$ cat src/rtl/reduce_pkg.sv
// Shared types and elaboration-time helpers for the sequenced AND/OR/XOR reducer.
package reduce_pkg;

  typedef enum logic [1:0] {
    ST_IDLE = 2'd0,
    ST_RUN  = 2'd1,
    ST_DONE = 2'd2
  } state_e;

  // Number of CHUNK-bit slices needed to cover WIDTH bits.
  function automatic int nchunk(input int width, input int chunk);
    return (width + chunk - 1) / chunk;
  endfunction

  // Bits needed to count 0..n-1, never less than one.
  function automatic int cnt_w(input int n);
    int w;
    w = 1;
    while ((1 << w) < n) w++;
    return w;
  endfunction

endpackage

$ cat src/rtl/reduce_chunk.sv
// Combinational AND/OR/XOR of one slice; masked-off bits act as the neutral element.
module reduce_chunk #(
  parameter int CHUNK = 10
) (
  input  logic [CHUNK-1:0] slice_i,
  input  logic [CHUNK-1:0] mask_i,
  output logic             and_o,
  output logic             or_o,
  output logic             xor_o
);

  assign and_o = &(slice_i | ~mask_i);
  assign or_o  = |(slice_i & mask_i);
  assign xor_o = ^(slice_i & mask_i);

endmodule

$ cat src/rtl/reduce_seq.sv
// Sequencer that folds a latched WIDTH-bit word through a CHUNK-bit reduction
// slice, one slice per cycle, and presents AND/OR/XOR on a valid/ready port.
module reduce_seq
  import reduce_pkg::*;
#(
  parameter int WIDTH = 100,
  parameter int CHUNK = 10
) (
  input  logic             clk,
  input  logic             areset,
  input  logic             in_valid,
  output logic             in_ready,
  input  logic [WIDTH-1:0] in_data,
  output logic             out_valid,
  input  logic             out_ready,
  output logic             out_and,
  output logic             out_or,
  output logic             out_xor,
  output logic             busy
);

  localparam int NCHUNK = nchunk(WIDTH, CHUNK);
  localparam int CW     = cnt_w(NCHUNK);

  state_e           state_q, state_d;
  logic [CW-1:0]    cnt_q, cnt_d;
  logic [WIDTH-1:0] shadow_q;
  logic             acc_and_q, acc_and_d;
  logic             acc_or_q, acc_or_d;
  logic             acc_xor_q, acc_xor_d;
  logic             out_and_q, out_and_d;
  logic             out_or_q, out_or_d;
  logic             out_xor_q, out_xor_d;

  logic [CHUNK-1:0] chunk_arr [NCHUNK];
  logic [CHUNK-1:0] mask_arr  [NCHUNK];
  logic [CHUNK-1:0] cur_slice, cur_mask;
  logic             c_and, c_or, c_xor;
  logic             last;

  // Slice/mask tables are fixed wiring; bits past WIDTH become masked zeros.
  for (genvar k = 0; k < NCHUNK; k++) begin : g_chunk
    for (genvar i = 0; i < CHUNK; i++) begin : g_bit
      localparam int B = k * CHUNK + i;
      if (B < WIDTH) begin : g_real
        assign chunk_arr[k][i] = shadow_q[B];
        assign mask_arr[k][i]  = 1'b1;
      end else begin : g_pad
        assign chunk_arr[k][i] = 1'b0;
        assign mask_arr[k][i]  = 1'b0;
      end
    end
  end

  always_comb begin
    cur_slice = '0;
    cur_mask  = '0;
    for (int k = 0; k < NCHUNK; k++) begin
      if (cnt_q == CW'(k)) begin
        cur_slice = chunk_arr[k];
        cur_mask  = mask_arr[k];
      end
    end
  end

  reduce_chunk #(.CHUNK(CHUNK)) u_chunk (
    .slice_i (cur_slice),
    .mask_i  (cur_mask),
    .and_o   (c_and),
    .or_o    (c_or),
    .xor_o   (c_xor)
  );

  assign last = (cnt_q == CW'(NCHUNK - 1));

  always_ff @(posedge clk or posedge areset) begin
    if (areset) state_q <= ST_IDLE;
    else        state_q <= state_d;
  end

  always_comb begin
    state_d = state_q;
    case (state_q)
      ST_IDLE: if (in_valid)  state_d = ST_RUN;
      ST_RUN:  if (last)      state_d = ST_DONE;
      ST_DONE: if (out_ready) state_d = ST_IDLE;
      default:                state_d = ST_IDLE;
    endcase
  end

  always_comb begin
    in_ready  = (state_q == ST_IDLE);
    out_valid = (state_q == ST_DONE);
    busy      = (state_q == ST_RUN) || (state_q == ST_DONE);
  end

  // Shadow only loads on the accepting edge, so later in_data changes are ignored.
  always_ff @(posedge clk) begin
    if (state_q == ST_IDLE && in_valid) shadow_q <= in_data;
  end

  always_comb begin
    cnt_d     = cnt_q;
    acc_and_d = acc_and_q;
    acc_or_d  = acc_or_q;
    acc_xor_d = acc_xor_q;
    out_and_d = out_and_q;
    out_or_d  = out_or_q;
    out_xor_d = out_xor_q;
    case (state_q)
      ST_IDLE: begin
        if (in_valid) begin
          acc_and_d = 1'b1;
          acc_or_d  = 1'b0;
          acc_xor_d = 1'b0;
          cnt_d     = '0;
        end
      end
      ST_RUN: begin
        acc_and_d = acc_and_q & c_and;
        acc_or_d  = acc_or_q | c_or;
        acc_xor_d = acc_xor_q ^ c_xor;
        if (last) begin
          cnt_d     = '0;
          out_and_d = acc_and_q & c_and;
          out_or_d  = acc_or_q | c_or;
          out_xor_d = acc_xor_q ^ c_xor;
        end else begin
          cnt_d = cnt_q + 1'b1;
        end
      end
      default: ;
    endcase
  end

  always_ff @(posedge clk or posedge areset) begin
    if (areset) begin
      cnt_q     <= '0;
      acc_and_q <= 1'b0;
      acc_or_q  <= 1'b0;
      acc_xor_q <= 1'b0;
      out_and_q <= 1'b0;
      out_or_q  <= 1'b0;
      out_xor_q <= 1'b0;
    end else begin
      cnt_q     <= cnt_d;
      acc_and_q <= acc_and_d;
      acc_or_q  <= acc_or_d;
      acc_xor_q <= acc_xor_d;
      out_and_q <= out_and_d;
      out_or_q  <= out_or_d;
      out_xor_q <= out_xor_d;
    end
  end

  assign out_and = out_and_q;
  assign out_or  = out_or_q;
  assign out_xor = out_xor_q;

endmodule

$ cat config.mk
export PLATFORM = sky130hd
export DESIGN_NAME = reduce_seq
export DESIGN_NICKNAME = d
export VERILOG_FILES = /design/src/rtl/reduce_pkg.sv /design/src/rtl/reduce_chunk.sv /design/src/rtl/reduce_seq.sv
export SDC_FILE = /design/constraint.sdc
export NUM_CORES = 1
export LEC_CHECK = 0
export ABC_CLOCK_PERIOD_IN_PS = 3800
export BUFFER_PORTS_ARGS = -buffer_cell sky130_fd_sc_hd__buf_4
export CAP_MARGIN = 40
export CORE_MARGIN = 3
export CORE_UTILIZATION = 50
export CTS_BUF_LIST = sky130_fd_sc_hd__clkbuf_4
export DETAILED_ROUTE_END_ITERATION = 12
export PLACE_DENSITY_LB_ADDON = 0.25
export SYNTH_ARGS = -nofsm -noshare
export SYNTH_HDL_FRONTEND = slang
export SYNTH_SLANG_ARGS = --single-unit
export TNS_END_PERCENT = 30
$ cat constraint.sdc
create_clock -name clk -period 3.8 [get_ports clk]
set_input_delay 0.38 -clock clk [delete_from_list [all_inputs] [get_ports clk]]
set_output_delay 0.38 -clock clk [all_outputs]
set_load 0.03 [all_outputs]
==> qor.csv, run 1 <==
metric,value,unit
outcome,"complete, no violations",
Max-cap violations,0,
Synth Area in Simple Gates,0.103,
Routability Congestion,0.964,
# hold bufs at CTS,1,
Core ar.,0.00942,sq mm
Synth Flop Type,edfxtp_1,
Layout Nets,571,
number of global-route vias before repair,3282,
Die W,105,microns
Synth Warn #,0,
Mapped Cells,350,
# setup viols final,0,
CP cell instances,buf_4 > mux2i_1 > a221oi_2 > a222oi_1 > ha_1 > xnor2_1 > xnor2_1 > xnor2_1 > o21ai_0,
worst hold slack,0.0583,ns
Fmax achieved,314,MHz
TritonCTS Buffers,9,
slew at the pin with the worst max-slew slack,0.815,ns
cell mode on critical path,xnor2_1,
post-synthesis compound-gate area fraction,0.107,
fin. max-slew vios,0,
"Distinct cells, synth",59,
layout cells sized above 1,0.319,
Post-Route WL,10.5,mm
fin crit period,3.18,ns
drt wl/cell,17.7,microns
# diodes,0,
Post-synth EDFFs,100,
Rel. slew slack,0.457,
Hold Fails Final Rpt,0,
post-layout util,0.640,
Yosys reg bits,112,
placed cell count,576,
"slowest stage cell, crit path",dfrtp_2,
largest family of logic cells by synthesized area,compound AO/OA/AOI/OAI gates,
Post-DRT Antenna Nets,0,
syn avg cell area,14.1,sq um
setup TNS,0,ns
clock-pin slew on the worst setup and hold paths,0.18,ns
CP max stage delay,0.89,ns
first-pass GRT wire length,16.6,mm
total grt overflow,0,
largest net degree at the start of global routing,56,
Worst-Skew Late Latency,0.48,ns
I/O pins,110,
RSZ-0062 raised after global routing,false,
PortBufs,109,
Clock Tree Buf Depth,2,
Final HPWL DP,7.64,mm
Power Density,687,mW/mm^2
critical path required time,4.16,ns
DR iter-0 viols,212,
Synth Area in XOR/XNOR,0.0106,
post-CTS sizing,0,
Starting Density,0.526,
Worst Path Max Fanout,38,
crit end category,flop,
Post-Syn Area,0.00495,sq mm
TritonCTS clock tree,built,
# rows,35,
Worst EP arrival,3.54,ns
die height,105,microns
CTS root buffer,clkbuf_4,
nature of the critical path startpoint,flop,
Sink Count,112,
Tcrit/Tclk final,0.838,
initial antenna violation count,0,
syn_nets,462,
vias after detailed routing,3297,
post-synthesis sequential area ratio,0.668,
fraction of registers with async set or reset after synthesis,0.107,
area added between synthesis and finish,21.8,%
static leakage,2.29,nW
"Setup Fix Bufs, Post-CTS",0,
Clock Skew,0.0176,ns
mux cell area share after synthesis,0.0594,
Total GRT Usage,0.193,
Peak VDD IR,0.000393,V
final std cells w/o fill,593,
H-tree levels,3,
Pre-antenna DRT Iters,6,
die area,0.0111,sq mm
DR DRC count,0,
Crit Path Class,flop to flop,
Adder-Cell Fraction of Synth Area,0.0202,
hold crit path type,input port to flop,
drt via density,5.56,
==> per-layer routing <==
metal | vias up | share of wire | GRT usage
met5 | - | 0 | 0
met4 | 0 | 0.019 | 0.0740
met3 | 22 | 0.088 | 0.0502
met2 | 170 | 0.47 | 0.291
met1 | 1548 | 0.42 | 0.270
li1 | 1557 | - | -
==> worst max-delay path: cells and delay by family, from the launching register on <==
family / cells / cell delay (ns)
buf+inv: 1 / 0.32
fa+ha+maj: 1 / 0.33
mux: 1 / 0.26
flops: 1 / 0.89
xor+xnor: 3 / 0.51
compound gates: 3 / 0.72
==> metrics by stage <==
stage | area, sq um | power, W | setup WS (ns)
2_1_floorplan | 4950 | 0.00316 | 0.0917
3_3_place_gp | 5880 | 0.00354 | 0.807
3_5_place_dp | 5880 | 0.00359 | 0.692
4_1_cts | 6030 | 0.00415 | 0.642
5_1_grt | 6030 | 0.00443 | 0.385
6_report | 6030 | 0.00414 | 0.617
==> cells in the final DEF (no fill, tap or decap), drive strengths merged, types with 3 or more instances in the layout <==
| cell | n |
|---|---|
| o2bb2ai | 5 |
| xnor2 | 6 |
| clkinv | 3 |
| mux2i | 17 |
| nand2b | 8 |
| clkbuf | 10 |
| inv | 17 |
| o211ai | 3 |
| ha | 8 |
| and2 | 5 |
| nand3b | 7 |
| a2bb2oi | 4 |
| o21ai | 22 |
| buf | 115 |
| nor2 | 18 |
| nor3 | 5 |
| a21oi | 13 |
| dfrtp | 12 |
| edfxtp | 100 |
| nor3b | 3 |
| mux2 | 7 |
| nand3 | 5 |
| nor2b | 4 |
| nand2 | 22 |
| a211oi | 3 |
==> where the power goes <==
group | leakage (nW) | switching (W) | internal (W)
clock network | 0.0762 | 0.000410 | 0.000160
registers | 1.10 | 0.000202 | 0.00165
logic | 1.12 | 0.000922 | 0.000798
==> cells by family after synthesis <==
kind of cell,count (synthesis)
AO/OA/AOI/OAI,75
XOR/XNOR,6
adder cells (fa/ha/maj),8
buffers and inverters,32
flip-flops,112
multiplexers,26
AND/OR/NAND/NOR,91
==> cell usage after synthesis, types with 4 or more instances <==
library cell    n  share of area
edfxtp_1      100           0.61
nand2_1        22          0.017
nor2_1         18          0.014
mux2i_1        17          0.034
o21ai_0        16          0.016
inv_1          14          0.011
a21oi_1        13          0.013
dfrtp_1        12          0.061
buf_2          10          0.010
ha_1            8          0.020
nand2b_1        8          0.010
mux2_2          7          0.016
nand3b_1        7          0.011
o21ai_1         6         0.0061
xnor2_1         6          0.011
and2_1          5         0.0063
nand3_1         5         0.0051
nor3_1          5         0.0051
o2bb2ai_1       5         0.0088
a2bb2oi_1       4         0.0071
nor2b_1         4         0.0051
==> worst paths after layout <==
kind                            slack, ns            startpoint                endpoint  cells past startpoint
min in group asynchronous            0.46                areset  state_q[0]$_DFFE_PP0P_                      3
worst min-delay path                 0.06           in_data[91]  shadow_q[91]$_DFFE_PP_                      1
worst min register to register       0.50    out_or$_DFFE_PP0P_      out_or$_DFFE_PP0P_                      2
worst max register to register       0.62  cnt_q[1]$_DFFE_PP0P_   acc_xor_q$_DFFE_PP0P_                      9
max in group asynchronous            3.00                areset    cnt_q[1]$_DFFE_PP0P_                      3
worst max-delay path                 0.62  cnt_q[1]$_DFFE_PP0P_   acc_xor_q$_DFFE_PP0P_                      9
==> flip-flops by register name, summed over array words and instances, names as in the netlist <==
register	count
out_or	1
shadow_q	100
out_xor	1
acc_or_q	1
acc_and_q	1
cnt_q	4
acc_xor_q	1
state_q	2
out_and	1
==> area by class of cell <==
type	instances	area, sq um
tap	129	161
inverter	14	52.6
sequential	112	3300
clock buffer	10	75.1
multi-input combinational	206	1490
timing repair buffer	116	886
clock inverter	6	62.6
fill	716	3390
Power figures use the tool's default switching activity.
==> run 2, diff against run 1 <==
Settings changed: ABC_AREA set to 1, ABC_CLOCK_PERIOD_IN_PS 3800 to 2700.
Clock period 3.8 ns to 2.7 ns, I/O delays scaled along.
==> run 2 against run 1 <==
Net effect:
- critical path type unchanged
- first-iteration DRC count rose by 55%
- flip-flop and latch count did not move
- highest routed layer unchanged
- register-to-register slack got worse by 0.51 ns
- largest power group is now combinational cells
==> qor.csv, run 2 <==
metric,value,unit
Mapped Cells,411,
filler instances,528,
drt wl/cell,17.7,microns
Rel. slew slack,0.409,
share of the synthesized area in the top cell type,0.636,
fin. max-slew vios,0,
Core ar.,0.00893,sq mm
H-tree levels,3,
Synth Flop Type,edfxtp_1,
"slowest stage cell, crit path",dfrtp_2,
TritonCTS Buffers,9,
Synth Warn #,0,
CP cell instances,inv_1 > nand2_2 > nor2_4 > nand2_1 > nand3_1 > nor2_1 > nand4_1 > nand2_1 > and3_1 > ha_1 > xnor2_2 > xnor2_1 > xor2_1 > inv_1 > o21ai_1,
post-layout util,0.785,
internal power,0.00375,W
I/O pins,110,
critical path required time,3.10,ns
worst hold slack,0.241,ns
Top reg by flops,shadow_q,
combinational power share,0.458,
total grt overflow,0,
largest net degree at the start of global routing,54,
Largest regs,"shadow_q: 100 flops, cnt_q: 4 flops, state_q: 2 flops",
Sink Count,112,
DR DRC count,0,
hold crit path type,input port to flop,
Clock Skew,0.0197,ns
largest area contributor in the netlist,edfxtp_1,
total power,0.00616,W
pre-CTS WS,0.0321,ns
first-pass GRT wire length,20.1,mm
"Distinct cells, synth",25,
Post-Syn Area,0.00472,sq mm
syn_nets,523,
nature of the critical path startpoint,flop,
Worst-Skew Late Latency,0.48,ns
fraction of registers with async set or reset after synthesis,0.107,
ranking of synthesized cells by area,"edfxtp_1, nand2_1, dfrtp_1, nand3_1, inv_1",
fin crit period,2.59,ns
# rows,34,
most frequent cells in the layout,"buf_4, dlygate4sd3_1, edfxtp_1",
crit end category,flop,
Post-Route WL,13.3,mm
Peak VDD IR,0.000638,V
number of global-route vias before repair,4068,
die height,103,microns
Starting Density,0.529,
Fmax achieved,386,MHz
Post-DRT Antenna Nets,0,
post-synthesis sequential area ratio,0.699,
Yosys reg bits,112,
vias after detailed routing,3972,
"commonest non-fill, non-tap cell in the layout",buf_4,
Clock power frac,0.133,
Hold Fails Final Rpt,0,
Final WS setup,0.112,ns
Die W,103,microns
Crit Path Class,flop to flop,
DR iter-0 viols,328,
CP max stage delay,0.49,ns
drt via density,5.28,
Finished Cell Area,0.00702,sq mm
Max-cap violations,0,
TritonCTS clock tree,built,
Pre-antenna DRT Iters,6,
area added between synthesis and finish,48.5,%
placed cell area,0.00577,sq mm
syn avg cell area,11.5,sq um
Clock Tree Buf Depth,2,
Layout Nets,751,
outcome,"complete, no violations",
Total GRT Usage,0.258,
Worst EP arrival,2.99,ns
Post-synth EDFFs,100,
Net Switching,0.00241,W
Power Density,878,mW/mm^2
Worst Path Max Fanout,7,
max reg flops,100,
PortBufs,109,
cell with the most instances after synthesis,nand2_1,
# setup viols final,0,
Routability Congestion,0.883,
static leakage,2.93,nW
synth cell count leaders,"nand2_1, edfxtp_1, inv_1",
clock-pin slew on the worst setup and hold paths,0.18,ns
Final HPWL DP,7.93,mm
CTS root buffer,clkbuf_4,
layout cells sized above 1,0.273,
Tcrit/Tclk final,0.959,
sequential share of power,0.409,
Net Sw Frac,0.391,
die area,0.0106,sq mm
slew at the pin with the worst max-slew slack,0.881,ns
initial antenna violation count,0,
# diodes,0,
## run 2: changes by cell type after synthesis, sizes merged, moves of 8 or more
cell and change:
a21oi -8, buf -9, inv +31, mux2i -17, nand2 +82, nand2b -8
nand3 +28, nand4 +19, nor2 +19, o21ai -13, or2 +9
## run 2: layout make-up
cell class,instances,area (sq um),area share
Tap cell,108,135,0.0193
Clock inverter,7,66.3,0.00945
Multi-Input combinational cell,247,1290,0.184
Inverter,46,179,0.0255
Sequential cell,112,3310,0.471
Clock buffer,9,67.6,0.00963
Timing Repair Buffer,223,1970,0.281
## run 2: routing by layer
metal	global-route usage	wire length, microns
met1	0.293	4650
met2	0.469	7250
met5	0	0
met3	0.0610	880
met4	0.101	568
## run 2: worst max-delay path: cells and delay by family (launching register included)
family	cells	cell delay, ns
DFF	1	0.49
adders and majority gates	1	0.30
and+or+nand+nor	8	0.93
buffers and inverters	2	0.17
AOI/OAI and AO/OA	1	0.12
xor gates and xnor gates	3	0.51
## run 2: cell families (layout without fill, tap and decap cells)
logic type,Yosys count,after routing,share of synthesized area
xor+xnor,5,5,0.00927
fa+ha+maj,8,8,0.0212
flops,112,112,0.699
simple gates,207,207,0.192
buf+inv,52,285,0.0429
compound gates,27,27,0.0350
## run 2: through the flow
step	setup TNS (ns)	instances
floorplan	0	411
global placement	0	632
detailed placement	0	632
CTS	0	749
global route	-0.0718	752
finish	0	752
## run 2: path summary, 6_finish.rpt
path	start	endpoint	slack, ns	cells past startpoint
max in group asynchronous	areset	cnt_q[0]$_DFFE_PP0P_	2.02	3
min in group asynchronous	areset	cnt_q[3]$_DFFE_PP0P_	0.34	3
worst min-delay path	out_ready	state_q[1]$_DFFE_PP0P_	0.24	5
worst max-delay path	cnt_q[2]$_DFFE_PP0P_	out_xor$_DFFE_PP0P_	0.11	15
worst min register to register	out_xor$_DFFE_PP0P_	out_xor$_DFFE_PP0P_	0.53	2
worst max register to register	cnt_q[2]$_DFFE_PP0P_	out_xor$_DFFE_PP0P_	0.11	15
## run 2: power by group through the flow
stage	registers (W)	logic, W	clock network (W)
floorplan	0.00252	0.00170	0
global placement	0.00252	0.00236	0
detailed placement	0.00253	0.00242	0
CTS	0.00249	0.00255	0.000816
global route	0.00255	0.00312	0.000886
finish	0.00252	0.00282	0.000818
## run 2: repair_timing
item                                    4_1_cts  5_1_grt
pin swaps                                     0        2
hold buffers                                101        0
endpoints found under the hold margin       112        0
endpoints found under the setup margin        1        2
gates resized for setup                       1       31
cloned                                        0        0
setup buffers                                 0        3
